$ cat config.mk
export PLATFORM = sky130hd
export DESIGN_NAME = alu_seq_ctrl_flat
export DESIGN_NICKNAME = d
export VERILOG_FILES = /design/src/rtl/alu_seq_ctrl_if.sv /design/src/rtl/alu_seq_ctrl.sv /design/src/flat_wrapper.sv
export SDC_FILE = /design/constraint.sdc
export NUM_CORES = 1
export LEC_CHECK = 0
export CAP_MARGIN = 15
export CORE_ASPECT_RATIO = 1.1
export CORE_MARGIN = 1
export CORE_UTILIZATION = 36
export CTS_CLUSTER_DIAMETER = 200
export DETAILED_ROUTE_END_ITERATION = 6
export PLACE_DENSITY = 0.76
export SETUP_SLACK_MARGIN = 0.2
export SYNTH_ARGS = -nofsm -noshare
export SYNTH_HDL_FRONTEND = slang
export SYNTH_SLANG_ARGS = --single-unit
$ cat constraint.sdc
create_clock -name clk -period 4.4 [get_ports clk]
set_input_delay 1.1 -clock clk [delete_from_list [all_inputs] [get_ports clk]]
set_output_delay 1.1 -clock clk [all_outputs]
set_load 0.03 [all_outputs]
$ cat src/rtl/alu_seq_ctrl_if.sv
// Request, ALU-drive, ALU-result and response signals of alu_seq_ctrl.
// The controller connects through the slave modport; the requester/ALU side uses master.
interface alu_seq_ctrl_if #(
  parameter int n = 32,
  parameter int m = 4
);
  logic         in_valid;
  logic         in_ready;
  logic [n-1:0] in_a;
  logic [n-1:0] in_b;
  logic [m-1:0] in_sel;
  logic         in_cin;

  logic [n-1:0] alu_a;
  logic [n-1:0] alu_b;
  logic [m-1:0] alu_sel;
  logic         alu_cin;
  logic [n-1:0] alu_res;
  logic         alu_cout;
  logic         alu_neg;
  logic         alu_ovf;
  logic         alu_null;

  logic         out_valid;
  logic         out_ready;
  logic [n-1:0] out_res;
  logic         out_cout;
  logic         out_neg;
  logic         out_ovf;
  logic         out_null;
  logic         out_err;

  logic [15:0]  op_count;

  modport slave (
    input  in_valid, in_a, in_b, in_sel, in_cin,
    output in_ready,
    output alu_a, alu_b, alu_sel, alu_cin,
    input  alu_res, alu_cout, alu_neg, alu_ovf, alu_null,
    output out_valid, out_res, out_cout, out_neg, out_ovf, out_null, out_err,
    input  out_ready,
    output op_count
  );

  modport master (
    output in_valid, in_a, in_b, in_sel, in_cin,
    input  in_ready,
    input  alu_a, alu_b, alu_sel, alu_cin,
    output alu_res, alu_cout, alu_neg, alu_ovf, alu_null,
    input  out_valid, out_res, out_cout, out_neg, out_ovf, out_null, out_err,
    output out_ready,
    input  op_count
  );
endinterface

$ cat src/rtl/alu_seq_ctrl.sv
// Sequencing controller for an external combinational ALU: accepts one request,
// drives the ALU for one cycle, captures its result and holds it until accepted.
module alu_seq_ctrl #(
  parameter int n = 32,
  parameter int m = 4
) (
  input logic          clk,
  input logic          rst,
  alu_seq_ctrl_if.slave bus
);

  localparam int unsigned NUM_OPS = 9;

  typedef enum logic [1:0] {
    IDLE,
    EXEC,
    DONE
  } state_t;

  state_t state_q, state_d;
  logic   req_xfer;
  logic   rsp_xfer;
  logic   sel_legal;

  always_comb begin
    state_d       = state_q;
    bus.in_ready  = 1'b0;
    bus.out_valid = 1'b0;
    case (state_q)
      IDLE: begin
        bus.in_ready = 1'b1;
        if (bus.in_valid) state_d = EXEC;
      end
      EXEC: state_d = DONE;
      DONE: begin
        bus.in_ready  = bus.out_ready;
        bus.out_valid = 1'b1;
        if (bus.out_ready) state_d = bus.in_valid ? EXEC : IDLE;
      end
      default: state_d = IDLE;
    endcase
    // Held low throughout reset even though the state register already reads IDLE.
    if (rst) bus.in_ready = 1'b0;
  end

  assign req_xfer  = bus.in_valid & bus.in_ready;
  assign rsp_xfer  = bus.out_valid & bus.out_ready;
  assign sel_legal = (32'(bus.alu_sel) < NUM_OPS);

  always_ff @(posedge clk or posedge rst) begin
    if (rst) begin
      state_q      <= IDLE;
      bus.alu_a    <= '0;
      bus.alu_b    <= '0;
      bus.alu_sel  <= '0;
      bus.alu_cin  <= 1'b0;
      bus.out_res  <= '0;
      bus.out_cout <= 1'b0;
      bus.out_neg  <= 1'b0;
      bus.out_ovf  <= 1'b0;
      bus.out_null <= 1'b0;
      bus.out_err  <= 1'b0;
      bus.op_count <= '0;
    end else begin
      state_q <= state_d;
      if (req_xfer) begin
        bus.alu_a   <= bus.in_a;
        bus.alu_b   <= bus.in_b;
        bus.alu_sel <= bus.in_sel;
        bus.alu_cin <= bus.in_cin;
      end
      if (state_q == EXEC) begin
        if (sel_legal) begin
          bus.out_res  <= bus.alu_res;
          bus.out_cout <= bus.alu_cout;
          bus.out_neg  <= bus.alu_neg;
          bus.out_ovf  <= bus.alu_ovf;
          bus.out_null <= bus.alu_null;
          bus.out_err  <= 1'b0;
        end else begin
          bus.out_res  <= '0;
          bus.out_cout <= 1'b0;
          bus.out_neg  <= 1'b0;
          bus.out_ovf  <= 1'b0;
          bus.out_null <= 1'b0;
          bus.out_err  <= 1'b1;
        end
      end
      if (rsp_xfer) bus.op_count <= bus.op_count + 16'd1;
    end
  end

endmodule

$ cat src/flat_wrapper.sv
// flat-port wrapper written by rule: the top's interface ports become plain ports
module alu_seq_ctrl_flat 
#(
  parameter int n = 32,
  parameter int m = 4
)
  (clk, rst, bus_in_valid, bus_in_a, bus_in_b, bus_in_sel, bus_in_cin, bus_in_ready, bus_alu_a, bus_alu_b, bus_alu_sel, bus_alu_cin, bus_alu_res, bus_alu_cout, bus_alu_neg, bus_alu_ovf, bus_alu_null, bus_out_valid, bus_out_res, bus_out_cout, bus_out_neg, bus_out_ovf, bus_out_null, bus_out_err, bus_out_ready, bus_op_count);
  alu_seq_ctrl_if #(.n(n), .m(m)) bus_i ();
  input logic clk;
  input logic rst;
  input wire logic [$bits(bus_i.in_valid)-1:0] bus_in_valid;
  input wire logic [$bits(bus_i.in_a)-1:0] bus_in_a;
  input wire logic [$bits(bus_i.in_b)-1:0] bus_in_b;
  input wire logic [$bits(bus_i.in_sel)-1:0] bus_in_sel;
  input wire logic [$bits(bus_i.in_cin)-1:0] bus_in_cin;
  output wire logic [$bits(bus_i.in_ready)-1:0] bus_in_ready;
  output wire logic [$bits(bus_i.alu_a)-1:0] bus_alu_a;
  output wire logic [$bits(bus_i.alu_b)-1:0] bus_alu_b;
  output wire logic [$bits(bus_i.alu_sel)-1:0] bus_alu_sel;
  output wire logic [$bits(bus_i.alu_cin)-1:0] bus_alu_cin;
  input wire logic [$bits(bus_i.alu_res)-1:0] bus_alu_res;
  input wire logic [$bits(bus_i.alu_cout)-1:0] bus_alu_cout;
  input wire logic [$bits(bus_i.alu_neg)-1:0] bus_alu_neg;
  input wire logic [$bits(bus_i.alu_ovf)-1:0] bus_alu_ovf;
  input wire logic [$bits(bus_i.alu_null)-1:0] bus_alu_null;
  output wire logic [$bits(bus_i.out_valid)-1:0] bus_out_valid;
  output wire logic [$bits(bus_i.out_res)-1:0] bus_out_res;
  output wire logic [$bits(bus_i.out_cout)-1:0] bus_out_cout;
  output wire logic [$bits(bus_i.out_neg)-1:0] bus_out_neg;
  output wire logic [$bits(bus_i.out_ovf)-1:0] bus_out_ovf;
  output wire logic [$bits(bus_i.out_null)-1:0] bus_out_null;
  output wire logic [$bits(bus_i.out_err)-1:0] bus_out_err;
  input wire logic [$bits(bus_i.out_ready)-1:0] bus_out_ready;
  output wire logic [$bits(bus_i.op_count)-1:0] bus_op_count;
  assign bus_i.in_valid = bus_in_valid;
  assign bus_i.in_a = bus_in_a;
  assign bus_i.in_b = bus_in_b;
  assign bus_i.in_sel = bus_in_sel;
  assign bus_i.in_cin = bus_in_cin;
  assign bus_in_ready = bus_i.in_ready;
  assign bus_alu_a = bus_i.alu_a;
  assign bus_alu_b = bus_i.alu_b;
  assign bus_alu_sel = bus_i.alu_sel;
  assign bus_alu_cin = bus_i.alu_cin;
  assign bus_i.alu_res = bus_alu_res;
  assign bus_i.alu_cout = bus_alu_cout;
  assign bus_i.alu_neg = bus_alu_neg;
  assign bus_i.alu_ovf = bus_alu_ovf;
  assign bus_i.alu_null = bus_alu_null;
  assign bus_out_valid = bus_i.out_valid;
  assign bus_out_res = bus_i.out_res;
  assign bus_out_cout = bus_i.out_cout;
  assign bus_out_neg = bus_i.out_neg;
  assign bus_out_ovf = bus_i.out_ovf;
  assign bus_out_null = bus_i.out_null;
  assign bus_out_err = bus_i.out_err;
  assign bus_i.out_ready = bus_out_ready;
  assign bus_op_count = bus_i.op_count;
  alu_seq_ctrl #(.n(n), .m(m)) u_core (.clk(clk), .rst(rst), .bus(bus_i));
endmodule
# Yosys cells after proc, flatten, opt, wreduce, memory -nomap -nowiden
# Index checks and enable logic that the tools add are counted.
dict set report op_classes {
  reduce_logical 2
  eq_ne 4
  bitwise 2
  add_sub_neg 1
  order_cmp 1
  muxes 13
}
# operator n
set ops {}
lappend ops {{2-to-1 mux 32 bit} 1}
lappend ops {{adder 16 x 1 -> 16 bit, second input constant} 1}
lappend ops {{2-to-1 mux 1 bit} 8}
lappend ops {{case mux 2 bit (3 select lines)} 1}
lappend ops {{less-than comparator 4 bit, second input constant} 1}
lappend ops {{2-to-1 mux 2 bit} 2}
lappend ops {{!= test 2 bit, second input constant} 2}
lappend ops {{bitwise AND 1 bit} 2}
lappend ops {{== test 2 x 1 -> 1 bit, second input constant} 1}
lappend ops {{== test 2 bit, second input constant} 1}
lappend ops {{zero test 2 bit} 1}
lappend ops {{case mux 1 bit (2 select lines)} 1}
lappend ops {{AND reduction 2 bit} 1}
dict set report word_totals {
  in_bits 109
  regBits 124
  word_cells 35
}

# Logic depth before layout (Yosys ltp)
dict set report depth {
  depth_word 4
  ltp_mapped 7
}

# Worst setup path before layout
# OpenSTA, ideal clock, no wires.
dict set report synth_path {
  path_kind {input port to flip-flop}
  start {in rst}
  end {reg u_core.bus.alu_a[0]}
  setup_slack_ns -0.554
  cell_stages 6
  path_buffers 3
  t_required_ns 4.275
  t_arrival_ns 4.829
  cell_sequence {inv_1 and2_4 buf_6 buf_12 buf_12 mux2_4}
}
dict set report synth_via {
  elab_chain_cells 2
}
# item line_no
set synth_lines {}
lappend synth_lines {{from (decl)} flat_wrapper.sv:10} ;# input logic rst;
lappend synth_lines {{2-to-1 mux 1 bit} alu_seq_ctrl.sv:43} ;# if (rst) bus.in_ready = 1'b0;
lappend synth_lines {{bitwise AND 1 bit} alu_seq_ctrl.sv:46} ;# assign req_xfer = bus.in_valid & bus.in_ready;
lappend synth_lines {{to (signal assigned)} alu_seq_ctrl.sv:67} ;# bus.alu_a <= bus.in_a;
lappend synth_lines {{to (decl)} alu_seq_ctrl_if.sv:38} ;# output alu_a, alu_b, alu_sel, alu_cin,
# No other way between the ends.
# A chain may end at the register's enable or synchronous reset.

# Final worst setup path
dict set report layout_path {
  start {in bus_out_ready}
  end {out bus_in_ready}
}
dict set report layout_via {
  elab_chain_cells 2
}
# item line_no
set layout_lines {}
lappend layout_lines {{from (decl)} flat_wrapper.sv:33} ;# input wire logic [$bits(bus_i.out_ready)-1:0] bus_out_ready;
lappend layout_lines {{case mux 1 bit (2 select lines)} alu_seq_ctrl.sv:29} ;# case (state_q)
lappend layout_lines {{2-to-1 mux 1 bit} alu_seq_ctrl.sv:43}
lappend layout_lines {{to (decl)} flat_wrapper.sv:16} ;# output wire logic [$bits(bus_i.in_ready)-1:0] bus_in_ready;
# No other way between the ends.

==> impl_metrics.env <==
export IMPL_grt_use_met1_pct=19.25
export IMPL_grt_use_met3_pct=6.020
export IMPL_worst_pin_slew_ps=1005
export IMPL_ys_warnings_count=0
export IMPL_drc=28
export IMPL_syn_area_mm2=0.004725
export IMPL_viasPerCell=4.801
export IMPL_r2r_cells=4
export IMPL_internal_power_w=0.003300
export IMPL_path_common_cell="clkdlybuf4s50_1"
export IMPL_finalNonFillerCells=710
export IMPL_path_max_fanout=5
export IMPL_start_util_pct=37.21
export IMPL_cts_buffers=17
export IMPL_grt_pass1_vias=3660
export IMPL_cts_setup_buffers=0
export IMPL_worstSetupPathType="input pin to output port"
export IMPL_p_leak_nw=3.244
export IMPL_switching_power_w=0.001765
export IMPL_p_clk_share_pct=25.8
export IMPL_io_buffers=232
export IMPL_finalCritPeriodShare_pct=83.99
export IMPL_critical_path_top_delay_family="buffers and inverters"
export IMPL_synth_top_cell_area_share_pct=65.68
export IMPL_async_flop_share_pct=100.0
export IMPL_fill_cells=1031
export IMPL_syn_avg_cell_area_um2=15.70
export IMPL_cp_slowest_cell="clkdlybuf4s50_1"
export IMPL_num_io_pins=233
export IMPL_critPathArrivalTime_ps=2600
export IMPL_setup_tns_ps=0
export IMPL_synth_area_leader_cell="dfrtp_1"
export IMPL_max_stage_delay_ps=700
export IMPL_clock_skew_ps=8.551
export IMPL_hold_path_class="flop to flop"
export IMPL_final_antenna_net_count=0
export IMPL_hold_buffers=0
export IMPL_crit_cells=4
export IMPL_cap_violations=0
export IMPL_cts_sinks=124
export IMPL_use_met2_pct=32.38
export IMPL_relSlewSlack_pct=33.02
export IMPL_area_growth_syn_to_layout_pct=63.48
export IMPL_grt_ovfl_total=0
export IMPL_final_util_pct=60.83
export IMPL_finalHoldViolCount=0
export IMPL_clk_latency_ps=410
export IMPL_crit_buf_inv=2
export IMPL_core_mm2=0.01270
export IMPL_drt_pass1_iter_count=6
export IMPL_synth_cell_types=29
export IMPL_root_buffer="clkbuf_16"
export IMPL_clockBufferDepth=2
export IMPL_min_period_ps=3695
export IMPL_synth_edff_count=0
export IMPL_rrSetupSlack_ps=2230
export IMPL_die_h_um=122.2
export IMPL_dpl_cell_count=679
export IMPL_top_usage_layer="met2"
export IMPL_start_kind="input pin"
export IMPL_clk_pin_slew_ps=50
export IMPL_antenna_found_initial=0
export IMPL_post_cts_resized=0
export IMPL_grt_pass1_wl_um=18920
export IMPL_synth_area_top_cells="dfrtp_1 66%, mux2_2 14%, a22o_1 6.7%, mux2_4 3.2%, xnor2_1 2.4%"
export IMPL_gp_congestion=0.7473
export IMPL_violations="DRC"
export IMPL_p_sw_share_pct=34.84
export IMPL_synth_main_ff_cell="dfrtp_1"
export IMPL_dpl_hpwl_um=8692
export IMPL_first_iter_violations=139
export IMPL_multi_input_area_mm2=0.001488
export IMPL_drive_gt1_share_pct=19.35
export IMPL_timing_hold_ws_ps=493.4
export IMPL_htreeDepth=4
export IMPL_cp_end_kind="output port"
export IMPL_p_comb_share_pct=40.6
export IMPL_vias=3409
export IMPL_nNetsFinal=651
export IMPL_synth_most_common_cell="dfrtp_1"
export IMPL_rsz0062_at_grt="no"
export IMPL_crit_required_ps=3300
export IMPL_fp_row_count=43
export IMPL_ys_seq_elements=124
export IMPL_cts_tree="yes"
export IMPL_crit_path_start="bus_out_ready"
export IMPL_grt_max_degree=82
export IMPL_dieArea_mm2=0.01359
export IMPL_max_freq_mhz=270.6
export IMPL_syn_nets=411
export IMPL_r2r_end="u_core.bus.alu_b[24]"
export IMPL_drv_slew=0
export IMPL_status="finished with violations"
export IMPL_drt_total_wl_um=11970
export IMPL_die_width_um=111.2
export IMPL_cellPowerDensity_mw_per_mm2=655.8
export IMPL_ys_seq_area_share_pct=65.68
export IMPL_grt_total_usage_pct=18.15
export IMPL_seq_power_share_pct=33.6
export IMPL_syn_instance_count=301
export IMPL_regToRegStartpoint="u_core.state_q[1]"
export IMPL_ir_drop_v=0.0003901
export IMPL_endpoint="bus_in_ready"
export IMPL_yosys_top_cells_count="124 x dfrtp_1, 60 x mux2_2, 36 x a22o_1"
export IMPL_seq_area_mm2=0.003103
export IMPL_diodes=0
export IMPL_wl_per_cell_um=16.86
export IMPL_setup_viol=0
export IMPL_path_cells="clkdlybuf4s50_1 -> nor2b_4 -> nor3_1 -> clkdlybuf4s50_1"
-- cell type report --
type / instances / area share, %
flip-flops and latches: 124 / 40.17
repair buffers: 236 / 30.46
clock buffers: 25 / 6.545
clock inverters: 6 / 0.7776
multi-input cells: 158 / 19.26
well taps: 157 / 2.543
inverters: 4 / 0.2430
-- sequential cells by signal, summed over array words and instances, names as in the netlist --
signal / cells
u_core.bus.out_ovf: 1
u_core.bus.out_null: 1
u_core.bus.out_res: 32
u_core.bus.alu_b: 32
u_core.bus.op_count: 16
u_core.bus.alu_cin: 1
u_core.bus.out_cout: 1
u_core.bus.alu_a: 32
u_core.bus.out_neg: 1
u_core.bus.alu_sel: 4
u_core.state_q: 2
u_core.bus.out_err: 1
-- power groups by stage --
stage	Sequential [W]	Combinational (W)	Clock, W
floorplan	0.00240	0.000439	0
global placement	0.00170	0.00205	0
detailed placement	0.00172	0.00207	0
CTS	0.00171	0.00208	0.00134
global route	0.00175	0.00215	0.00138
finish	0.00170	0.00206	0.00131
-- kinds of logic after synthesis --
family / count (synthesis) / share of synthesized area [%]
muxes: 70 / 17.48
adders and majority gates: 1 / 0.2648
xor gates and xnor gates: 15 / 2.781
DFF: 124 / 65.68
AOI/OAI and AO/OA: 39 / 7.071
buffers and inverters: 19 / 2.834
and+or+nand+nor: 33 / 3.893
-- cell usage in the layout (no fill, tap or decap), types with 2 or more instances in the layout --
cell,count
clkinv_2,3
nand2_1,7
nand4_1,2
nand3_1,7
xnor2_1,13
clkbuf_1,3
clkbuf_8,5
buf_4,4
nor2_1,4
a22o_1,36
inv_1,3
nand2b_1,2
nor3_1,4
mux2_2,60
clkdlybuf4s50_1,232
clkinvlp_4,3
clkbuf_16,17
dfrtp_1,124
mux2_4,10
xor2_1,2
-- worst reg2reg max path, stage by stage, from the launching register on --
cell	delay [ps]
dfrtp_1	420
nor2b_4	150
nor3b_2	180
and2_4	770
mux2_2	520
-- per-stage QoR --
stage / setup slack (ps) / area (um2) / total power (W)
after floorplan: 277.6 / 4728 / 0.002839
after global placement: 723.8 / 7158 / 0.003741
after detailed placement: 714.7 / 7158 / 0.003791
after CTS: 701.3 / 7724 / 0.005128
after global routing: 615.4 / 7724 / 0.005280
final: 704.6 / 7724 / 0.005065
-- metal layers --
| layer | vias up | routed length, um |
|---|---|---|
| met3 | 22 | 885 |
| met5 | - | 0 |
| met1 | 1694 | 4435 |
| met4 | 0 | 302 |
| li1 | 1554 | - |
| met2 | 139 | 6348 |
-- how the worst min path moves through the flow --
stage,startpoint,to,slack [ps],cells after the start
6_report,u_core.bus.op_count[15],u_core.bus.op_count[15],490,1
5_1_grt,u_core.bus.alu_a[23],u_core.bus.alu_a[23],510,1
4_1_cts,u_core.bus.op_count[15],u_core.bus.op_count[15],500,1
3_5_place_dp,u_core.bus.op_count[15],u_core.bus.op_count[15],490,1
3_3_place_gp,u_core.bus.op_count[15],u_core.bus.op_count[15],460,1
2_1_floorplan,u_core.state_q[0],u_core.state_q[0],500,1
Power figures use the tool's default switching activity.
